$ cat src/rtl/pwm_ctrl_pkg.sv
// pwm_ctrl_pkg: shared FSM encoding, default widths and the saturating step helper
// used by the PWM duty ramp controller.
package pwm_ctrl_pkg;
    typedef enum logic [0:0] {IDLE = 1'b0, RAMP = 1'b1} state_t;
    localparam int unsigned PWM_PERIOD   = 10;
    localparam int unsigned DEF_DUTY_W   = 4;
    localparam int unsigned DEF_DUTY_MAX = PWM_PERIOD;
    function automatic int unsigned sat_step(input int unsigned v, input logic up, input int unsigned max);
        return up ? ((v >= max) ? max : v + 1) : ((v == 0) ? 0 : v - 1);
    endfunction
endpackage

$ cat src/rtl/pwm_step_timer.sv
// pwm_step_timer: divides period_end pulses by RAMP_DIV and emits one step_tick per RAMP_DIV enabled pulses.
module pwm_step_timer #(
    parameter int unsigned RAMP_DIV = 4
) (
    input  logic clk,
    input  logic rst,
    input  logic clear,
    input  logic enable,
    output logic step_tick
);
    localparam int unsigned CW = (RAMP_DIV > 1) ? $clog2(RAMP_DIV) : 1;
    logic [CW-1:0] r_cnt;
    logic          w_wrap;
    assign w_wrap    = (r_cnt == CW'(RAMP_DIV - 1));
    assign step_tick = enable && w_wrap;
    always_ff @(posedge clk or posedge rst)
        if (rst)
            r_cnt <= '0;
        else if (clear)
            r_cnt <= '0;
        else if (enable)
            r_cnt <= w_wrap ? '0 : r_cnt + 1'b1;
endmodule

$ cat src/rtl/pwm_duty_ramp_ctrl.sv
// pwm_duty_ramp_ctrl: arbitrates host and button duty requests, then ramps duty one step per RAMP_DIV PWM periods.
// Define PWM_RAMP_DONE_EN to add a done_pulse output that marks each completed ramp.
module pwm_duty_ramp_ctrl
    import pwm_ctrl_pkg::*;
#(
    parameter int unsigned DUTY_W     = DEF_DUTY_W,
    parameter int unsigned DUTY_MAX   = DEF_DUTY_MAX,
    parameter int unsigned DUTY_RESET = 5,
    parameter int unsigned RAMP_DIV   = 4
) (
    input  logic              clk,
    input  logic              rst,
    input  logic              period_end,
    input  logic              cmd_valid,
    input  logic [DUTY_W-1:0] cmd_target,
    output logic              cmd_ready,
    input  logic              inc_pulse,
    input  logic              dec_pulse,
    output logic [DUTY_W-1:0] duty,
    output logic              busy
`ifdef PWM_RAMP_DONE_EN
    ,
    output logic              done_pulse
`endif
);
    state_t            r_state;
    logic [DUTY_W-1:0] r_duty;
    logic [DUTY_W-1:0] r_target;
    logic [DUTY_W-1:0] w_req;
    logic [DUTY_W-1:0] w_step;
    logic              w_hs;
    logic              w_tick;
    logic              w_last;
    // Host beats buttons; simultaneous inc+dec cancel out and leave the request at the current duty.
    always_comb begin
        w_hs   = cmd_valid && (r_state == IDLE);
        w_req  = w_hs ? ((cmd_target > DUTY_W'(DUTY_MAX)) ? DUTY_W'(DUTY_MAX) : cmd_target)
               : (inc_pulse && !dec_pulse) ? DUTY_W'(sat_step(32'(r_duty), 1'b1, DUTY_MAX))
               : (dec_pulse && !inc_pulse) ? DUTY_W'(sat_step(32'(r_duty), 1'b0, DUTY_MAX))
               : r_duty;
        w_step = DUTY_W'(sat_step(32'(r_duty), r_target > r_duty, DUTY_MAX));
        w_last = w_tick && (w_step == r_target);
    end
    pwm_step_timer #(.RAMP_DIV(RAMP_DIV)) u_timer (
        .clk      (clk),
        .rst      (rst),
        .clear    (r_state == IDLE),
        .enable   (period_end && (r_state == RAMP)),
        .step_tick(w_tick)
    );
    always_ff @(posedge clk or posedge rst)
        if (rst) begin
            r_state  <= IDLE;
            r_duty   <= DUTY_W'(DUTY_RESET);
            r_target <= DUTY_W'(DUTY_RESET);
        end else if (r_state == IDLE) begin
            r_target <= w_req;
            r_state  <= (w_req != r_duty) ? RAMP : IDLE;
        end else if (w_tick) begin
            r_duty  <= w_step;
            r_state <= w_last ? IDLE : RAMP;
        end
    assign cmd_ready = (r_state == IDLE);
    assign busy      = (r_state == RAMP);
    assign duty      = r_duty;
`ifdef PWM_RAMP_DONE_EN
    logic r_done;
    always_ff @(posedge clk or posedge rst)
        if (rst)
            r_done <= 1'b0;
        else
            r_done <= (r_state == RAMP) && w_last;
    assign done_pulse = r_done;
`endif
endmodule

$ cat config.mk
export PLATFORM = sky130hd
export DESIGN_NAME = pwm_duty_ramp_ctrl
export DESIGN_NICKNAME = d
export VERILOG_FILES = /design/src/rtl/pwm_ctrl_pkg.sv /design/src/rtl/pwm_step_timer.sv /design/src/rtl/pwm_duty_ramp_ctrl.sv
export SDC_FILE = /design/constraint.sdc
export NUM_CORES = 1
export LEC_CHECK = 0
export ABC_AREA = 1
export BUFFER_PORTS_ARGS = -buffer_cell sky130_fd_sc_hd__buf_2
export CAP_MARGIN = 20
export CORE_MARGIN = 3
export CORE_UTILIZATION = 57
export CTS_CLUSTER_SIZE = 10
export DETAILED_ROUTE_END_ITERATION = 7
export PLACE_DENSITY = 0.88
export SLEW_MARGIN = 25
export SYNTH_ARGS = -nofsm -noshare
export SYNTH_HDL_FRONTEND = slang
export SYNTH_SLANG_ARGS = --single-unit
$ cat constraint.sdc
create_clock -name clk -period 2.1 [get_ports clk]
set_input_delay 0.105 -clock clk [delete_from_list [all_inputs] [get_ports clk]]
set_output_delay 0.105 -clock clk [all_outputs]
set_load 0.01 [all_outputs]
==> results.md <==
- Status: complete, no violations
- Startpoint types: flop
- Minimum clock period: 1.97 ns
- Routed WL per cell: 12.2 um
- DPL Wire Length: 2260 um
- Largest net degree at the start of global routing: 12
- Die Span X: 51.0 um
- Achievable Freq: 508 MHz
- Drt drc: 0
- CTS max path bufs: 2
- Diodes inserted: 0
- Worst Hold End: u_timer.r_cnt[0]
- HP Start: period_end
- Util after Layout: 0.722
- Max-Cap Viols: 0
- R2R cell count: 11
- Leak: 0.000737 uW
- Yosys reg bits: 11
- Clock root buffer: clkbuf_4
- Starting DRT DRC Count: 55
- Synth unique cells: 26
- Vias: 1226
- Cells after synthesis: 179
- RSZ-0062 raised after global routing: false
- Design Power: 2010 uW
- First-pass DRT Iterations: 4
- CTS tree: yes
- Detail Route Antenna Nets: 0
- Initial core utilization: 0.634
- Flop-to-flop setup slack: 0.13 ns
- WHS Path Cells: 3
- Final setup viols: 0
- Period utilization: 0.937
- Maximum VDD drop: 0.00116 V
- I/O Buffers: 15
- Synthesized Nets: 197
- Worst-Skew Late Latency: 0.26 ns
- Post-Syn Area: 1150 sq um
- Crit path capture type: flop
- Fin cells: 227
- Core Region: 1820 sq um
- RePlAce Congestion: 0.982
- Antenna violations before repair: 0
- Avg Synthesized Cell Area: 6.44 sq um
- H-tree depth: 1
- First-pass GRT wire length: 4710 um
- Reg2reg end: busy
- Worst r2r src: duty[0]
- Commonest cells after routing, fill and taps aside: nand2_1, nand3_1, inv_1
- DRT Wirelength: 2780 um
- Worst hold-check path type: in -> reg
- GRT Residual Overflow: 0
- Sequential fraction of the synthesis area: 0.243
- Final setup TNS: 0 ns
- Most common cell after layout, fill and taps aside: nand2_1
- Worst-margin pin slew: 0.389 ns
- Tot GR Track Use: 0.239
- Worst-path clk slew: 0.06 ns
- Cts bufs inserted: 3
- Rows: 15
- Kind of critical path: reg -> reg
- Vias in the first global route: 1109
- Die area: 2600 sq um
- Share of layout cells above drive strength 1: 0.233
- Cell total after placement: 221
- Worst Clk Skew: 0.00306 ns
- Area Overhead vs Synth: 13.9%
- # clock sinks: 11
- Final hold violation count: 0
- Hold_ws: 0.118 ns
- Vias per std cell: 5.40
- Slew Limit Fails: 0
- PD cells: 1530 nW/um^2
- Die Ht: 51.0 um
- I/O Pins: 16
- WP data required: 2.26 ns
- Ys Warns: 0
- Layout Nets: 221
- Arrival time at the worst endpoint: 2.13 ns
- CP Max Fanout: 7
- Slew HR: 0.740
worst max-delay path, cell delays in order, from the launching register on:
cell,delay (ns)
dfstp_2,0.59
inv_2,0.10
ha_1,0.28
or2_1,0.26
nand3_2,0.09
nand2_1,0.06
nand3_2,0.08
nand3_1,0.07
nand2_1,0.08
nand3_1,0.06
nor2_1,0.13
nor2_1,0.05
cell families (layout without fill, tap and decap cells):
group / after synthesis / in the layout / share of synthesized area
AOI/OAI and AO/OA: 19 / 19 / 0.0922
buffers and inverters: 28 / 51 / 0.113
adders and majority gates: 8 / 8 / 0.0868
xor gates and xnor gates: 1 / 1 / 0.00759
and+or+nand+nor: 112 / 112 / 0.458
DFF: 11 / 11 / 0.243
stage by stage:
stage,area [sq um],worst slack (ns)
floorplan,1150,0.178
global placement,1270,0.127
detailed placement,1270,0.127
CTS,1300,0.114
global route,1310,0.00895
finish,1310,0.133
synthesized netlist by cell type, drive strengths merged:
| library cell | number | area share |
|---|---|---|
| dfstp | 4 | 0.091 |
| inv | 24 | 0.087 |
| or2 | 4 | 0.022 |
| ha | 8 | 0.087 |
| nor2 | 6 | 0.026 |
| o211ai | 1 | 0.011 |
| xor2 | 1 | 0.0076 |
| nand4 | 1 | 0.0054 |
| nand3b | 1 | 0.0065 |
| clkinv | 2 | 0.0065 |
| o21ai | 11 | 0.048 |
| nand2 | 65 | 0.22 |
| dfrtp | 7 | 0.15 |
| nand3 | 35 | 0.18 |
| a21oi | 7 | 0.034 |
| buf | 2 | 0.020 |
area by class of cell:
cell class              count  area, sq um
repair buffers             21          123
inverters                  26          108
well taps                  25         31.3
fillers                   164          507
flip-flops and latches     11          280
multi-input cells         140          746
clock buffers               4         26.3
state kept, by name, summed over array words and instances (netlist names):
register / flops
r_target: 4
u_timer.r_cnt: 2
duty: 4
busy: 1
report_power, final:
part / switching (uW) / leakage, uW / internal (uW)
clock: 64.3 / 0.0000150 / 73.5
combinational: 923 / 0.000603 / 536
sequential: 83.3 / 0.000119 / 328
worst max path at each step:
stage | from | to | slack (ns) | cells past startpoint
final | duty[0] | busy | 0.13 | 11
after global routing | duty[2] | busy | 0.009 | 14
after CTS | duty[0] | busy | 0.11 | 11
after detailed placement | duty[0] | busy | 0.13 | 11
after global placement | duty[0] | busy | 0.13 | 11
after floorplan | duty[2] | busy | 0.18 | 15
metal layers:
layer	up-vias	global-route usage	wire length [um]
li1	626	-	-
met1	542	0.294	1180
met2	54	0.414	1380
met3	4	0.0525	206
met4	0	0.0673	19
met5	-	0	0
timing repair:
item | in CTS | in global routing
setup endpoints to repair | 0 | 1
endpoints found under the hold margin | 7 | 0
hold buffers | 1 | 0
buffers inserted | 0 | 1
resized for setup | 0 | 1
No activity file was read; power rests on OpenSTA's default activity.
